### config.mk
export PLATFORM = sky130hd
export DESIGN_NAME = decode_ereg
export DESIGN_NICKNAME = d
export VERILOG_FILES = /design/src/rtl/y86_pkg.sv /design/src/rtl/regfile.sv /design/src/rtl/decode_ereg.sv
export SDC_FILE = /design/constraint.sdc
export NUM_CORES = 2
export LEC_CHECK = 0
export BUFFER_PORTS_ARGS = -buffer_cell sky130_fd_sc_hd__buf_2
export CAP_MARGIN = 20
export CORE_MARGIN = 4
export CORE_UTILIZATION = 31
export CTS_CLUSTER_DIAMETER = 80
export CTS_CLUSTER_SIZE = 10
export DETAILED_ROUTE_END_ITERATION = 16
export PLACE_DENSITY = 0.55
export SYNTH_ARGS = -nofsm -noshare
export SYNTH_HDL_FRONTEND = slang
export SYNTH_SLANG_ARGS = --single-unit
export TNS_END_PERCENT = 30
### constraint.sdc
create_clock -name clk -period 74.5 [get_ports clk]
set_input_delay 11.175 -clock clk [delete_from_list [all_inputs] [get_ports clk]]
set_output_delay 11.175 -clock clk [all_outputs]
set_load 0.01 [all_outputs]
### src/rtl/y86_pkg.sv
// Purpose: shared Y86-64 encodings and the E-stage register layout.
// Latency: n/a (constants and types only).
// Backpressure: n/a.
package y86_pkg;

    localparam int XLEN = 64;

    // Instruction codes
    localparam logic [3:0] IHALT   = 4'h0;
    localparam logic [3:0] INOP    = 4'h1;
    localparam logic [3:0] IRRMOVQ = 4'h2;
    localparam logic [3:0] IIRMOVQ = 4'h3;
    localparam logic [3:0] IRMMOVQ = 4'h4;
    localparam logic [3:0] IMRMOVQ = 4'h5;
    localparam logic [3:0] IOPQ    = 4'h6;
    localparam logic [3:0] IJXX    = 4'h7;
    localparam logic [3:0] ICALL   = 4'h8;
    localparam logic [3:0] IRET    = 4'h9;
    localparam logic [3:0] IPUSHQ  = 4'hA;
    localparam logic [3:0] IPOPQ   = 4'hB;

    // Register specifiers
    localparam logic [3:0] RRSP  = 4'h4;
    localparam logic [3:0] RNONE = 4'hF;

    // Status codes
    localparam logic [1:0] SAOK = 2'd0;
    localparam logic [1:0] SHLT = 2'd1;
    localparam logic [1:0] SADR = 2'd2;
    localparam logic [1:0] SINS = 2'd3;

    typedef struct packed {
        logic [1:0]      stat;
        logic [3:0]      icode;
        logic [3:0]      ifun;
        logic [XLEN-1:0] valC;
        logic [XLEN-1:0] valA;
        logic [XLEN-1:0] valB;
        logic [3:0]      dstE;
        logic [3:0]      dstM;
        logic [3:0]      srcA;
        logic [3:0]      srcB;
    } ereg_t;

    // Nop inserted into the E stage on bubble and at reset
    localparam ereg_t EREG_BUBBLE = '{
        stat:  SAOK,
        icode: INOP,
        ifun:  4'h0,
        valC:  '0,
        valA:  '0,
        valB:  '0,
        dstE:  RNONE,
        dstM:  RNONE,
        srcA:  RNONE,
        srcB:  RNONE
    };

endpackage

### src/rtl/regfile.sv
// Purpose: Y86-64 register file, NREG x WIDTH, 2 comb read ports, 2 write ports.
// Latency: reads combinational; writes land at posedge clk.
// Backpressure: none; index RNONE (or any index >= NREG) reads 0 and drops writes.
// Ports: clk/rst, raddr_a_i/rdata_a_o, raddr_b_i/rdata_b_o,
//        wdst_e_i/wval_e_i, wdst_m_i/wval_m_i (M port wins on collision).
module regfile #(
    parameter int WIDTH = 64,
    parameter int NREG  = 15
) (
    input  logic             clk,
    input  logic             rst,
    input  logic [3:0]       raddr_a_i,
    output logic [WIDTH-1:0] rdata_a_o,
    input  logic [3:0]       raddr_b_i,
    output logic [WIDTH-1:0] rdata_b_o,
    input  logic [3:0]       wdst_e_i,
    input  logic [WIDTH-1:0] wval_e_i,
    input  logic [3:0]       wdst_m_i,
    input  logic [WIDTH-1:0] wval_m_i
);

    logic [WIDTH-1:0] regs_q [NREG];

    assign rdata_a_o = (32'(raddr_a_i) < NREG) ? regs_q[raddr_a_i] : '0;
    assign rdata_b_o = (32'(raddr_b_i) < NREG) ? regs_q[raddr_b_i] : '0;

    always_ff @(posedge clk or posedge rst) begin
        if (rst) begin
            for (int i = 0; i < NREG; i++) begin
                regs_q[i] <= '0;
            end
        end else begin
            if (32'(wdst_e_i) < NREG) begin
                regs_q[wdst_e_i] <= wval_e_i;
            end
            // Issued after the E write so valM takes the register on a collision
            if (32'(wdst_m_i) < NREG) begin
                regs_q[wdst_m_i] <= wval_m_i;
            end
        end
    end

endmodule

### src/rtl/decode_ereg.sv
// Purpose: Y86-64 decode (src/dst select, forwarded operand read, W writeback) + E pipeline register.
// Latency: 1 cycle d_* -> E_*; d_srcA/d_srcB combinational.
// Backpressure: E_stall holds E (priority), E_bubble loads a nop.
// Ports: d_* decode fields in; e_/M_/W_ forwarding and writeback sources in;
//        E_stall/E_bubble control in; d_srcA/d_srcB and registered E_* out.
module decode_ereg
    import y86_pkg::*;
#(
    parameter int WIDTH = 64,
    parameter int NREG  = 15
) (
    input  logic             clk,
    input  logic             rst,
    input  logic [1:0]       d_stat,
    input  logic [3:0]       d_icode,
    input  logic [3:0]       d_ifun,
    input  logic [3:0]       d_rA,
    input  logic [3:0]       d_rB,
    input  logic [WIDTH-1:0] d_valC,
    input  logic [WIDTH-1:0] d_valP,
    input  logic [3:0]       e_dstE,
    input  logic [WIDTH-1:0] e_valE,
    input  logic [3:0]       M_dstE,
    input  logic [WIDTH-1:0] M_valE,
    input  logic [3:0]       M_dstM,
    input  logic [WIDTH-1:0] m_valM,
    input  logic [3:0]       W_dstE,
    input  logic [WIDTH-1:0] W_valE,
    input  logic [3:0]       W_dstM,
    input  logic [WIDTH-1:0] W_valM,
    input  logic             E_stall,
    input  logic             E_bubble,
    output logic [3:0]       d_srcA,
    output logic [3:0]       d_srcB,
    output logic [1:0]       E_stat,
    output logic [3:0]       E_icode,
    output logic [3:0]       E_ifun,
    output logic [WIDTH-1:0] E_valC,
    output logic [WIDTH-1:0] E_valA,
    output logic [WIDTH-1:0] E_valB,
    output logic [3:0]       E_dstE,
    output logic [3:0]       E_dstM,
    output logic [3:0]       E_srcA,
    output logic [3:0]       E_srcB
);

    logic [3:0]       src_a, src_b, dst_e, dst_m;
    logic [WIDTH-1:0] rf_a, rf_b, val_a, val_b;
    ereg_t            ereg_d, ereg_q;

    // Register specifier selection
    always_comb begin
        src_a = RNONE;
        src_b = RNONE;
        dst_e = RNONE;
        dst_m = RNONE;
        case (d_icode)
            IRRMOVQ: begin src_a = d_rA; dst_e = d_rB; end
            IIRMOVQ: begin dst_e = d_rB; end
            IRMMOVQ: begin src_a = d_rA; src_b = d_rB; end
            IMRMOVQ: begin src_b = d_rB; dst_m = d_rA; end
            IOPQ:    begin src_a = d_rA; src_b = d_rB; dst_e = d_rB; end
            IPUSHQ:  begin src_a = d_rA; src_b = RRSP; dst_e = RRSP; end
            IPOPQ:   begin src_a = RRSP; src_b = RRSP; dst_e = RRSP; dst_m = d_rA; end
            ICALL:   begin src_b = RRSP; dst_e = RRSP; end
            IRET:    begin src_a = RRSP; src_b = RRSP; dst_e = RRSP; end
            default: ;
        endcase
    end

    assign d_srcA = src_a;
    assign d_srcB = src_b;

    regfile #(.WIDTH(WIDTH), .NREG(NREG)) u_regfile (
        .clk       (clk),
        .rst       (rst),
        .raddr_a_i (src_a),
        .rdata_a_o (rf_a),
        .raddr_b_i (src_b),
        .rdata_b_o (rf_b),
        .wdst_e_i  (W_dstE),
        .wval_e_i  (W_valE),
        .wdst_m_i  (W_dstM),
        .wval_m_i  (W_valM)
    );

    // Forwarding: youngest producer first; M-stage load beats M-stage ALU result.
    // RNONE is tested first so an idle stage advertising RNONE never forwards.
    always_comb begin
        if (d_icode == ICALL || d_icode == IJXX) val_a = d_valP;
        else if (src_a == RNONE)                 val_a = '0;
        else if (src_a == e_dstE)                val_a = e_valE;
        else if (src_a == M_dstM)                val_a = m_valM;
        else if (src_a == M_dstE)                val_a = M_valE;
        else if (src_a == W_dstM)                val_a = W_valM;
        else if (src_a == W_dstE)                val_a = W_valE;
        else                                     val_a = rf_a;
    end

    always_comb begin
        if (src_b == RNONE)       val_b = '0;
        else if (src_b == e_dstE) val_b = e_valE;
        else if (src_b == M_dstM) val_b = m_valM;
        else if (src_b == M_dstE) val_b = M_valE;
        else if (src_b == W_dstM) val_b = W_valM;
        else if (src_b == W_dstE) val_b = W_valE;
        else                      val_b = rf_b;
    end

    always_comb begin
        ereg_d = ereg_q;
        if (E_stall) begin
            ereg_d = ereg_q;
        end else if (E_bubble) begin
            ereg_d = EREG_BUBBLE;
        end else begin
            ereg_d.stat  = d_stat;
            ereg_d.icode = d_icode;
            ereg_d.ifun  = d_ifun;
            ereg_d.valC  = d_valC;
            ereg_d.valA  = val_a;
            ereg_d.valB  = val_b;
            ereg_d.dstE  = dst_e;
            ereg_d.dstM  = dst_m;
            ereg_d.srcA  = src_a;
            ereg_d.srcB  = src_b;
        end
    end

    always_ff @(posedge clk or posedge rst) begin
        if (rst) ereg_q <= EREG_BUBBLE;
        else     ereg_q <= ereg_d;
    end

    assign E_stat  = ereg_q.stat;
    assign E_icode = ereg_q.icode;
    assign E_ifun  = ereg_q.ifun;
    assign E_valC  = ereg_q.valC;
    assign E_valA  = ereg_q.valA;
    assign E_valB  = ereg_q.valB;
    assign E_dstE  = ereg_q.dstE;
    assign E_dstM  = ereg_q.dstM;
    assign E_srcA  = ereg_q.srcA;
    assign E_srcB  = ereg_q.srcB;

endmodule

==> impl_metrics.toml <==
[cells_and_area]
instances_no_fill = 12400
finalNetCount = 9585
areaGrowthSynthToFinish_pct = 12.9
final_layout_size_suffix_gt1_frac = 0.136

[pwr]
clkPwrFrac = 0.326
p_sw_w = 0.000766
vdd_ir_drop_max_mv = 0.0247
cellPowerDensity_mw_per_mm2 = 24.6
p_int_w = 0.00134
pwr-share-seq = 0.416
leakagePower_nw = 36.6
finalPower_w = 0.00211
p_sw_frac = 0.364
combinationalPowerShare = 0.258

[placement]
gp_congestion = 0.884
hpwlAfterDp_um = 227000
io_buffers = 715
place_inst = 12100

[worst_setup_path]
crit_path_max_fanout = 93
slowest_delay_ps = 680
cpMaxStageDelayCell = "buf_12"
crit_required_ps = 63330
crit_start = "d_icode[2]"
startpoint_type = "primary input"
crit_top_cell = "buf_12"
crit_arrival_ps = 14270
endpoint_kind = "output pin"
critPathKind = "primary input to output pin"
crit_chain = "buf_6 -> buf_12 -> nor2_1 -> nor4_4 -> buf_12 -> inv_4 -> buf_2"
r2r-start = "u_regfile.regs_q[290]"

[cts]
clock_tree.buffer_depth = 3
clk_pin_slew_ps = 60
postCtsHoldBufs = 0
post_cts_buffers = 0
cts_resized = 0
cts_buffers = 144
cts_root_buf = "clkbuf_16"
htree_levels = 4
cts_tree = "done"
clock_sinks = 1178
clkLatencyLatePin_ps = 850

[timing]
setup_viol = 0
period_share = 0.342
max_slew_margin = 0.169
worst_pin_slew_ps = 1250
clock_skew_ps = 43.2
layout_min_cycle_time_ps = 25450
grt_setup_unrepaired = "no"
setup_tns_ps = 0
maxSlewViolCount = 0
final-hold-violation-count = 0
max_freq_mhz = 39.3

[detailed_routing]
wl_um = 396000
vias = 79500
avgViaCountPerCell = 6.43
drt_pre_antenna_iters = 9
drc = 0
ant_nets = 0
routedWlPerCell_um = 32.0
first_iter_violations = 12200

[die]
ios = 716
core_region_area_mm2 = 0.243
fp.dieW_um = 502
start_util = 0.311
rows = 181
dieArea_mm2 = 0.252
die_h_um = 502

[run]
drv_cap = 0

[logic_synthesis]
synth_edf_count = 0
ys.flop_type = "dfrtp_1"
synth_fp_nets = 9622
synth_seq_cells = 1178
yosysSeqAreaShare = 0.389
syn_area_mm2 = 0.0757
ys.warnings.count = 0
avgSynthCellArea_um2 = 8.29
syn_inst = 9132
synth.distinct_cells = 75
ys_async_sr_fraction = 1.00

[status]
status = "completed"

[global_routing]
grt_start_max_net_pins = 169
grt_pass1_vias = 74600
track_usage = 0.298
antenna_found_initial = 33
overflow = 0
grt_pass1_wl_um = 552000

[worst_hold_path]
hold_class = "flop to flop"
min_from = "E_dstM[1]"
## Yosys cell counts, drive strengths merged, types with 21 or more instances
| cell type | number | area [um2] |
|---|---|---|
| nand2 | 1536 | 5770 |
| dfrtp | 1161 | 29100 |
| o21ai | 1016 | 5080 |
| mux2i | 945 | 9460 |
| clkbuf | 851 | 3200 |
| a21oi | 770 | 3850 |
| nor2 | 449 | 1690 |
| a221oi | 266 | 2330 |
| buf | 224 | 1030 |
| a31oi | 199 | 1240 |
| a22oi | 193 | 1450 |
| nand3 | 188 | 941 |
| nor2b | 163 | 1020 |
| a211oi | 126 | 946 |
| o221ai | 122 | 1070 |
| nand2b | 85 | 532 |
| o22ai | 69 | 432 |
| nor3 | 68 | 357 |
| o31ai | 68 | 529 |
| a2111oi | 64 | 561 |
| o311a | 64 | 641 |
| nand4 | 62 | 388 |
| a221o | 59 | 591 |
| a32oi | 59 | 517 |
| a21boi | 54 | 405 |
| a2bb2oi | 54 | 786 |
| and3 | 36 | 225 |
| and2 | 29 | 186 |
| xnor2 | 28 | 245 |
| inv | 22 | 82.6 |
| or2 | 21 | 131 |
## area by class of cell
type	count	area, um2
Sequential cell	1178	29500
Clock inverter	31	529
Clock buffer	161	3720
Fill cell	24900	158000
Antenna cell	19	47.5
Inverter	26	128
Multi-Input combinational cell	6853	42400
Timing Repair Buffer	892	5190
Tap cell	3202	4010
## path summary, 6_finish.rpt
check | slack [ps] | cells past startpoint | to
setup / recovery | 49050 | 7 | d_srcA[2]
hold / removal | 470 | 2 | E_dstM[1]
setup reg to reg | 72340 | 6 | E_valB[34]
hold reg to reg | 470 | 2 | E_dstM[1]
max in group asynchronous | 60150 | 6 | E_valB[25]
min in group asynchronous | 10480 | 2 | E_valC[33]
## cells by family after synthesis
logic type | count (synthesis) | synth area share
buffers and inverters | 1101 | 0.0571
XOR/XNOR | 29 | 0.00335
AND/OR/NAND/NOR | 2659 | 0.151
AO/OA/AOI/OAI | 3220 | 0.274
multiplexers | 945 | 0.125
flip-flops | 1178 | 0.389
## routing by layer
layer / vias to the layer above / wire [um] / track usage
li1: 33200 / - / -
met5: - / 108 / 0.00154
met1: 38900 / 161000 / 0.403
met4: 12 / 19100 / 0.137
met3: 1161 / 51800 / 0.0936
met2: 6271 / 164000 / 0.431
## registers in the layout, indices dropped and copies added (netlist names)
register          flops
E_ifun                4
E_valA               64
E_dstE                4
u_regfile.regs_q    960
E_srcA                4
E_valC               64
E_srcB                4
E_dstM                4
E_valB               64
E_icode               4
E_stat                2
## cell usage in the layout (no fill, tap or decap), drive strengths merged, types with 31 or more instances in the layout
cell / count
a22oi: 193
nand3: 188
a31oi: 199
a21oi: 770
nor2: 449
a221oi: 266
dfrtp: 1161
mux2i: 945
o22ai: 69
a2111oi: 64
nand2b: 85
nor2b: 163
o311a: 64
clkbuf: 161
o21ai: 1016
and3: 36
a211oi: 126
buf: 892
a221o: 59
a21boi: 54
a32oi: 59
nand2: 1536
nor3: 68
inv: 31
o221ai: 122
nand4: 62
a2bb2oi: 54
o31ai: 68
## power by group through the flow
stage               clock network (W)  logic [W]  registers (W)
floorplan                           0   0.000343       0.000860
global placement                    0   0.000516       0.000873
detailed placement                  0   0.000528       0.000880
CTS                          0.000696   0.000528       0.000870
global route                 0.000718   0.000583       0.000890
finish                       0.000687   0.000542       0.000876
## stage by stage
stage          hold WS [ps]  setup slack [ps]  cell area, um2  utilization
2_1_floorplan           470             30170           75700            -
3_3_place_gp            452             49250           81200        0.334
3_5_place_dp            458             49260           81200        0.334
4_1_cts                 467             49240           85400        0.351
5_1_grt                 487             49190           85500        0.352
6_report                469             49050           85500        0.352
## worst max-delay path, delay by kind of cell
kind	cells	cell delay, ps
buffers and inverters	5	2330
and+or+nand+nor	2	570
Power figures use the tool's default switching activity.
